$ cat config.mk
export PLATFORM = sky130hd
export DESIGN_NAME = pulse_meter
export DESIGN_NICKNAME = d
export VERILOG_FILES = /design/src/rtl/pulse_meter_pkg.sv /design/src/rtl/pulse_meter_edge_sync.sv /design/src/rtl/pulse_meter.sv
export SDC_FILE = /design/constraint.sdc
export NUM_CORES = 1
export LEC_CHECK = 0
export ABC_AREA = 1
export CAP_MARGIN = 10
export CORE_MARGIN = 10
export CORE_UTILIZATION = 30
export DETAILED_ROUTE_END_ITERATION = 16
export PLACE_DENSITY = 0.59
export SYNTH_ARGS = -nofsm -noshare
export SYNTH_HDL_FRONTEND = slang
export SYNTH_SLANG_ARGS = --single-unit
$ cat constraint.sdc
create_clock -name clock -period 2 [get_ports clock]
set_input_delay 0.4 -clock clock [delete_from_list [all_inputs] [get_ports clock]]
set_output_delay 0.4 -clock clock [all_outputs]
set_load 0.01 [all_outputs]
$ cat src/rtl/pulse_meter_pkg.sv
// Shared constants for the pulse meter: FSM state encoding and default sizing.
package pulse_meter_pkg;

  localparam int CW_DEFAULT   = 8;
  localparam int SYNC_DEFAULT = 2;

  localparam logic [1:0] ST_IDLE = 2'd0;
  localparam logic [1:0] ST_ARM  = 2'd1;
  localparam logic [1:0] ST_HIGH = 2'd2;
  localparam logic [1:0] ST_LOW  = 2'd3;

endpackage

$ cat src/rtl/pulse_meter_edge_sync.sv
// Brings the asynchronous pulse train into the clock domain and derives
// single-cycle rise/fall strobes from the synchronized level.
module edge_sync
  import pulse_meter_pkg::*;
#(
  parameter int SYNC = SYNC_DEFAULT
) (
  input  logic clock,
  input  logic reset,
  input  logic signal,
  output logic s,
  output logic rise,
  output logic fall
);

  logic [SYNC-1:0] chain;
  logic [SYNC-1:0] filled;
  logic            sp;
  logic            seenlow;

  // A level already high when reset is released must not look like a rise,
  // so rises are only accepted once a genuine low has come out of the chain.
  always_ff @(posedge clock or posedge reset) begin
    if (reset) begin
      chain   <= '0;
      filled  <= '0;
      sp      <= 1'b0;
      seenlow <= 1'b0;
    end else begin
      chain  <= {chain[SYNC-2:0], signal};
      filled <= {filled[SYNC-2:0], 1'b1};
      sp     <= s;
      if (filled[SYNC-1] && !s) begin
        seenlow <= 1'b1;
      end
    end
  end

  assign s    = chain[SYNC-1];
  assign rise = s & ~sp & seenlow;
  assign fall = ~s & sp;

endmodule

$ cat src/rtl/pulse_meter.sv
// Measures high time and rising-to-rising period of an asynchronous pulse
// train, with a sticky timeout flag when no period completes in time.
module pulse_meter
  import pulse_meter_pkg::*;
#(
  parameter int CW   = CW_DEFAULT,
  parameter int SYNC = SYNC_DEFAULT
) (
  input  logic          clock,
  input  logic          reset,
  input  logic          on,
  input  logic          signal,
  output logic [CW-1:0] width,
  output logic [CW-1:0] period,
  output logic          valid,
  output logic          ovf
);

  localparam logic [CW-1:0] PMAX = '1;
  localparam logic [CW-1:0] ONE  = CW'(1);

  logic          s;
  logic          rise;
  logic          fall;
  logic [1:0]    state;
  logic [CW-1:0] hcnt;
  logic [CW-1:0] pcnt;

  edge_sync #(.SYNC(SYNC)) u_sync (
    .clock  (clock),
    .reset  (reset),
    .signal (signal),
    .s      (s),
    .rise   (rise),
    .fall   (fall)
  );

  // The rise that starts a measurement counts as cycle 1 of the next period,
  // and the fall cycle belongs to the low phase, so width=H and period=H+L.
  always_ff @(posedge clock or posedge reset) begin
    if (reset) begin
      state  <= ST_IDLE;
      hcnt   <= '0;
      pcnt   <= '0;
      width  <= '0;
      period <= '0;
      valid  <= 1'b0;
      ovf    <= 1'b0;
    end else begin
      valid <= 1'b0;
      if (!on) begin
        state <= ST_IDLE;
        hcnt  <= '0;
        pcnt  <= '0;
      end else begin
        case (state)
          ST_IDLE: begin
            hcnt  <= '0;
            pcnt  <= '0;
            state <= ST_ARM;
          end
          ST_ARM: begin
            if (rise) begin
              hcnt  <= ONE;
              pcnt  <= ONE;
              state <= ST_HIGH;
            end
          end
          ST_HIGH: begin
            if (pcnt == PMAX) begin
              ovf   <= 1'b1;
              hcnt  <= '0;
              pcnt  <= '0;
              state <= ST_ARM;
            end else if (fall) begin
              pcnt  <= pcnt + ONE;
              state <= ST_LOW;
            end else if (s) begin
              pcnt <= pcnt + ONE;
              hcnt <= hcnt + ONE;
            end
          end
          default: begin
            // A rise at the limit still completes a legal period before timing out.
            if (rise) begin
              width  <= hcnt;
              period <= pcnt;
              valid  <= 1'b1;
              ovf    <= 1'b0;
              hcnt   <= ONE;
              pcnt   <= ONE;
              state  <= ST_HIGH;
            end else if (pcnt == PMAX) begin
              ovf   <= 1'b1;
              hcnt  <= '0;
              pcnt  <= '0;
              state <= ST_ARM;
            end else begin
              pcnt <= pcnt + ONE;
            end
          end
        endcase
      end
    end
  end

endmodule

# --- Yosys cells after proc, flatten, opt, wreduce, memory -nomap -nowiden ---
# Cells that the tools add are included.
op_classes:
  mux: 28
  n_bitwise: 7
  reduce_logical: 10
  n_addsub: 2
  n_eq_ne: 9
ops:
  columns: ["op", "n"]
  rows:
  - ["2-to-1 mux 8 bit", 13]
  - ["case mux 8 bit (3 select lines)", 2]
  - ["adder 8 x 1 -> 8 bit (second input constant)", 2]
  - ["2-to-1 mux 2 bit", 6]
  - ["equality test 8 bit (second input constant)", 1]
  - ["inequality test 4 bit (second input constant)", 2]
  - ["case mux 2 bit (3 select lines)", 1]
  - ["AND reduction 3 bit", 2]
  - ["2-to-1 mux 1 bit", 5]
  - ["inequality test 5 x 1 -> 1 bit (second input constant)", 1]
  - ["inequality test 5 x 4 -> 1 bit (second input constant)", 1]
  - ["inequality test 4 x 3 -> 1 bit (second input constant)", 1]
  - ["inverter 1 bit", 4]
  - ["AND reduction 2 bit", 2]
  - ["AND reduction 4 bit", 1]
  - ["bitwise AND 1 bit", 3]
  - ["inequality test 3 bit (second input constant)", 1]
  - ["OR reduction 3 bit", 1]
  - ["equality test 2 x 1 -> 1 bit (second input constant)", 1]
  - ["equality test 2 bit (second input constant)", 1]
  - ["logical NOT 2 bit", 1]
  - ["case mux 1 bit (2 select lines)", 1]
  - ["OR reduction 2 bit", 1]
  - ["logical AND 1 bit", 1]
  - ["logical NOT 1 bit", 1]
word_totals:
  regBits: 42
  out_inout_bits: 18
  inputBits: 4

# --- Logic depth before layout (Yosys ltp) ---
# Gate-level depths: netlist (run 1).
logic_depth:
  depth_word: 6
  mapped_depth: 10
  ltp_nobuf: 10

# --- Modules after synthesis ---
# Synthesis (run 1) repeated with hierarchy kept, for this count alone.
hier_totals:
  hier_cells: 243
  hier_area_um2: 2035.7
modules_own_cells:
  columns: ["module", "n_inst", "cells_per_inst", "area_each_um2"]
  rows:
  - ["pulse_meter", 1, 227, 1848.0]
  - ["edge_sync", 1, 16, 187.7]

# --- Least setup slack after synthesis (run 1) ---
# OpenSTA, ideal clock, no wires.
synth_path:
  path_type: "register to register"
  from: "reg pcnt[0]"
  to: "reg hcnt[3]"
  stages_incl_launch_ff: 10
  synth_period_minus_slack_ps: 1403
  n_path_buf: 0
  t_arrival_ps: 1276
  setup_slack_ps: 597
  path_cell_list: "dfrtp_1 -> ha_1 -> nand3_2 -> inv_1 -> nand2_2 -> nand3_2 -> nand2_4 -> clkinv_4 -> nand2_1 -> o21ai_0"
synth_via:
  elab_chain_cells: 4
  elab_cells_between_ends: 8
synth_lines:
  columns: ["item", "line_no", "rtl"]
  rows:
  - ["start: declaration", "pulse_meter.sv:27", "logic [CW-1:0] pcnt;"]
  - ["start signal: assignment", "pulse_meter.sv:76", "pcnt <= pcnt + ONE;"]
  - ["start signal: assignment", "pulse_meter.sv:79", "pcnt <= pcnt + ONE;"]
  - ["start signal: assignment", "pulse_meter.sv:99", "pcnt <= pcnt + ONE;"]
  - ["equality test 8 bit (*)", "pulse_meter.sv:70, pulse_meter.sv:93", null]
  - ["2-to-1 mux 8 bit", "pulse_meter.sv:70", "if (pcnt == PMAX) begin"]
  - ["case mux 8 bit (3 select lines)", "pulse_meter.sv:56", "case (state)"]
  - ["2-to-1 mux 8 bit", "pulse_meter.sv:51", "if (!on) begin"]
  - ["end signal: assignment", "pulse_meter.sv:80", "hcnt <= hcnt + ONE;"]
  - ["end: declaration", "pulse_meter.sv:26", "logic [CW-1:0] hcnt;"]
# Every way passes the cells marked *; elsewhere a longest branch is shown, timed or not.
# A chain may end at the register's enable or synchronous reset.

# --- Worst setup path in the final report (run 1) ---
layout_path:
  from: "reg pcnt[0]"
  to: "reg pcnt[4]"
layout_via:
  elab_chain_cells: 6
  elab_cells_between_ends: 11
layout_lines:
  columns: ["item", "line_no", "rtl"]
  rows:
  - ["adder 8 x 1 -> 8 bit", "pulse_meter.sv:76, pulse_meter.sv:79, pulse_meter.sv:99", null]
  - ["2-to-1 mux 8 bit", "pulse_meter.sv:78", "end else if (s) begin"]
  - ["2-to-1 mux 8 bit", "pulse_meter.sv:75", "end else if (fall) begin"]
  - ["2-to-1 mux 8 bit", "pulse_meter.sv:70", null]
  - ["case mux 8 bit (3 select lines)", "pulse_meter.sv:56", null]
  - ["2-to-1 mux 8 bit", "pulse_meter.sv:51", null]
# Parallel ways exist; a longest one is shown, timed or not. The select of a mux whose other input is x is not followed.

==> out/qor.txt, run 1 <==
Crit path required time: 2.23 ns
Most used DFF post-synth: dfrtp_1
Die Wd: 105 um
Post-route cell area: 0.00259 mm2
Global Route Usage Sum: 8.33%
Fillers: 702
Worst path slowest cell: dfrtp_1
CP cell instances: ha_1, nand3_2, inv_1, nand2_2, buf_4, inv_1, nor2_1, nand3b_1, o21ai_1
Max incr delay on CP: 0.41 ns
Crit-path most repeated cell: inv_1
I/O Buffers: 21
First-pass GRT wire length: 7.71 mm
Max-Cap Viols: 0
Routed wire length: 4.39 mm
Inserted Diodes: 0
Async set-reset flop share out of synthesis: 100%
Initial Util: 31.3%
Power Density: 999 mW/mm2
Leading cell type in the layout, fill and taps excluded: nand2_1
CP max FO: 9
H-tree depth: 2
Final min period: 1.67 ns
IR drop worst, VDD: 336 uV
Total power: 0.00258 W
Layout cells sized above 1: 14.0%
GPL Wtd Cong: 0.860
Area delta synth->final: 20.1%
Die H: 105 um
Final ANT Viol Nets: 0
Slew @ Worst Pin: 0.536 ns
Vias per cell: 4.46
Most frequent cells in the layout: 89 x nand2_1, 42 x dfrtp_1, 26 x inv_1, 21 x clkdlybuf4s50_1, 17 x nor2_1
Family with the most delay on the worst path: simple AND/OR/NAND/NOR gates
Post-DP Area: 0.00248 mm2
DP Worst Slack: 0.0552 ns
Routed WL per cell: 11.5 um
Final Max Tran Viols: 0
Pin count of the biggest net entering global routing: 43
CP bufs+invs: 3
Max Freq: 600 MHz
CP startpoint kind: flop
Num CTS Buffers: 5
Final WS setup: 0.335 ns
Nets: 290
CTS Buffer Depth: 2
I/O pin total: 22
Final setup TNS: 0 ns
Placed cells: 373
Netlist Area Pre-Place: 0.00215 mm2
Std-Cell Rows: 30
Status: completed
Post-CTS sizing: 0
CORE AREA: 0.00687 mm2
Period utilisation layout: 83.3%
Grt ovf: 0
Worst slew margin: 64.3%
Die ar.: 0.0110 mm2
Synth warnings: 0
Hold-fix buffers at CTS: 0
Skew final: 0.00575 ns
Leak: 1.24 nW
RSZ-0062 raised after global routing: false
Post-Syn Instances: 257
Root Buffer: clkbuf_8
Vias: 1,698
Drt first pass iters: 4
Crit path DAT: 1.89 ns
Post-synth EDFFs: 0
Post-detail-place hpwl: 3.30 mm
Vias in the first global route: 1,572
Post-CTS Setup Inserts: 0
Crit. End Element: flop
Min-Delay Path Class: reg2reg
Reg clk slew, reported paths: 0.08 ns
Syn nets: 263
Number of remaining DRC errors: 0
Final Non-Filler Cells: 381
First DRT Iteration DRCs: 102
Initial antenna violation count: 0
CP Class: reg2reg
Hold Vio Cnt, Final: 0
CTS sink count: 42
Sequential element share of the synthesized area: 48.8%
Reg2Reg Setup Slack: 0.33 ns
TritonCTS clock tree: built
Synthesized area per cell: 8.38 um2
Register bit total from synthesis: 42
Final Setup Violations: 0
Clock latency on the worst-skew pair: 0.29 ns
Yosys cell types: 29
## cell usage after synthesis (2+ instances only)
library cell / count / area [um2]
a21oi_1: 2 / 10.0
buf_6: 4 / 45.0
dfrtp_1: 42 / 1050
ha_1: 2 / 25.0
inv_1: 26 / 97.6
nand2_1: 89 / 334
nand2_2: 5 / 31.3
nand3_1: 15 / 75.1
nand3_2: 2 / 20.0
nand3b_1: 2 / 15.0
nand4_1: 10 / 62.6
nor2_1: 17 / 63.8
nor2_4: 2 / 22.5
o21a_1: 2 / 15.0
o21ai_0: 6 / 30.0
o21ai_1: 3 / 15.0
o21ai_2: 13 / 114
xor2_1: 4 / 35.0
## routing by layer
layer / vias up / GRT usage (%) / part of all wire, %
met5: - / 0 / 0
met3: 9 / 3.19 / 6.0
met1: 794 / 11.4 / 49
li1: 867 / - / -
met2: 28 / 11.4 / 43
met4: 0 / 3.33 / 1.8
## path summary, 6_finish.rpt
kind,from,endpoint,depth (start not counted)
worst min-delay path,u_sync.filled[0],u_sync.filled[1],0
worst max register to register,pcnt[0],pcnt[4],9
worst max-delay path,pcnt[0],pcnt[4],9
worst min register to register,u_sync.filled[0],u_sync.filled[1],0
min in group asynchronous,reset,valid,3
max in group asynchronous,reset,state[0],3
## flip-flops by register name (all words and copies together), names as in the netlist
name	flops
valid	1
u_sync.filled	2
hcnt	8
u_sync.chain	2
u_sync.seenlow	1
width	8
u_sync.sp	1
period	8
ovf	1
state	2
pcnt	8
## per-stage QoR
stage,hold slack [ns],utilization (%)
detailed placement,0.337,36.0
global route,0.366,37.7
floorplan,0.331,-
global placement,0.333,36.0
CTS,0.356,37.7
finish,0.353,37.7
## cell type report
class	count	area [um2]	share of cell area (%)
Clock inverter	2	37.5	1.45
Tap cell	96	120	4.64
Multi-Input combinational cell	180	928	35.9
Sequential cell	42	1050	40.6
Clock buffer	6	72.6	2.81
Timing Repair Buffer	26	260	10.1
Inverter	29	116	4.50
## where the power goes
group	switching [W]	internal [W]
logic	0.000417	0.000376
registers	0.000120	0.00100
clock network	0.000292	0.000372
## cells by family (layout without fill, tap and decap cells)
family / Yosys count / in the layout / synth area share [%]
AO/OA/AOI/OAI: 28 / 28 / 9.30
other: 1 / 1 / 0.174
buffers and inverters: 35 / 63 / 8.08
AND/OR/NAND/NOR: 144 / 144 / 30.4
XOR/XNOR: 5 / 5 / 2.03
adder cells (fa/ha/maj): 2 / 2 / 1.16
flip-flops: 42 / 42 / 48.8
(Power assumes the default switching activity.)
==> run 2: changes to the inputs <==
- PLACE_DENSITY: 0.59 -> 0.6
- clock period: 2 -> 1.45 ns (I/O delays scaled with it)
==> out/qor.txt, run 2 (synthesized netlist as in run 1, its figures left out) <==
Max-Cap Viols: 0
Initial Util: 31.3%
Die Wd: 105 um
Clock latency on the worst-skew pair: 0.29 ns
Vias in the first global route: 1,707
H-tree depth: 2
Placed cells: 398
Hold Vio Cnt, Final: 0
CTS Buffer Depth: 2
Final Max Tran Viols: 0
Fin util: 41.7%
Routed wire length: 4.63 mm
Root Buffer: clkbuf_8
Crit. End Element: flop
Final ANT Viol Nets: 0
Vias per cell: 4.37
Final setup TNS: 0 ns
Final Non-Filler Cells: 408
Num CTS Buffers: 5
IR drop worst, VDD: 470 uV
Sequential cell area: 0.00105 mm2
Initial antenna violation count: 0
First DRT Iteration DRCs: 88
Nets: 318
Hold-fix buffers at CTS: 0
Most frequent cells in the layout: 87 x nand2_1, 42 x dfrtp_1, 28 x buf_4, 23 x inv_1, 18 x dlygate4sd2_1
First-pass GRT wire length: 7.93 mm
Inserted Diodes: 0
Fillers: 710
Crit path DAT: 1.62 ns
CP startpoint kind: flop
Drt first pass iters: 4
Area delta synth->final: 32.9%
Pin count of the biggest net entering global routing: 43
CP max FO: 7
Vias: 1,783
Multi-input logic area: 962 um2
Skew final: 0.00357 ns
Std-Cell Rows: 30
Die ar.: 0.0110 mm2
CORE AREA: 0.00687 mm2
RSZ-0062 raised after global routing: true
Final WS setup: 0.0495 ns
Post-detail-place hpwl: 3.52 mm
CP Class: reg2reg
Die H: 105 um
I/O Buffers: 21
Number of remaining DRC errors: 0
I/O pin total: 22
Period utilisation layout: 96.6%
Crit path required time: 1.67 ns
Leading cell type in the layout, fill and taps excluded: nand2_1
DP Worst Slack: -0.296 ns
Final hold slack: 0.348 ns
Final Setup Violations: 0
Routed WL per cell: 11.3 um
GPL Wtd Cong: 0.900
TritonCTS clock tree: built
CTS sink count: 42
Status: completed
Reg clk slew, reported paths: 0.08 ns
Final min period: 1.40 ns
Global Route Usage Sum: 8.55%
Power Density: 1300 mW/mm2
Max Freq: 714 MHz
Min-Delay Path Class: in2async
Layout cells sized above 1: 25.0%
Grt ovf: 0
Leak: 1.49 nW
run 2: layer usage:
layer / share of wire [%] / wire [um] / GRT usage [%] / vias to the layer above
li1: - / - / - / 929
met1: 47 / 2170 / 10.8 / 809
met2: 44 / 2050 / 13.3 / 37
met3: 6.9 / 319 / 2.83 / 8
met4: 1.7 / 80 / 3.04 / 0
met5: 0 / 0 / 0 / -
run 2: repair_timing:
action	CTS	global route
setup endpoints to repair	27	33
cloned	0	0
gates resized for setup	23	9
pin swaps	4	5
setup buffers	1	2
run 2: worst paths after layout:
path                                 start         endpoint  slack, ns  depth (start not counted)
hold reg to reg            u_sync.chain[0]  u_sync.chain[1]       0.35                          0
setup / recovery                   pcnt[0]          pcnt[0]       0.05                          9
min in group clock         u_sync.chain[0]  u_sync.chain[1]       0.35                          0
setup reg to reg                   pcnt[0]          pcnt[0]       0.05                          9
hold / removal                       reset            valid       0.35                          3
max in group asynchronous            reset          pcnt[5]       0.90                          3
run 2: where the power goes:
part | switching, W | internal (W)
clock | 0.000394 | 0.000551
sequential | 0.000126 | 0.00139
combinational | 0.000671 | 0.000597
total | 0.00119 | 0.00253
run 2: final cells by class:
class	instances	area share [%]
Clock buffer	6	2.88
Clock inverter	1	1.05
Inverter	29	4.06
Multi-Input combinational cell	180	33.6
Sequential cell	42	36.7
Tap cell	96	4.20
Timing Repair Buffer	54	17.5
run 2: critical path, stage by stage, from the launching register on:
cell     delay [ns]
dfrtp_1        0.39
ha_2           0.19
nand3_2        0.07
inv_2          0.05
nand2_4        0.07
nand4_1        0.14
nand2_4        0.18
buf_12         0.12
nand2_1        0.06
o21ai_2        0.05
run 2: through the flow:
| step | power, W | instance area, um2 |
|---|---|---|
| floorplan | 0.00221 | 2150 |
| global placement | 0.00288 | 2710 |
| detailed placement | 0.00290 | 2710 |
| CTS | 0.00375 | 2820 |
| global route | 0.00399 | 2860 |
| finish | 0.00372 | 2860 |
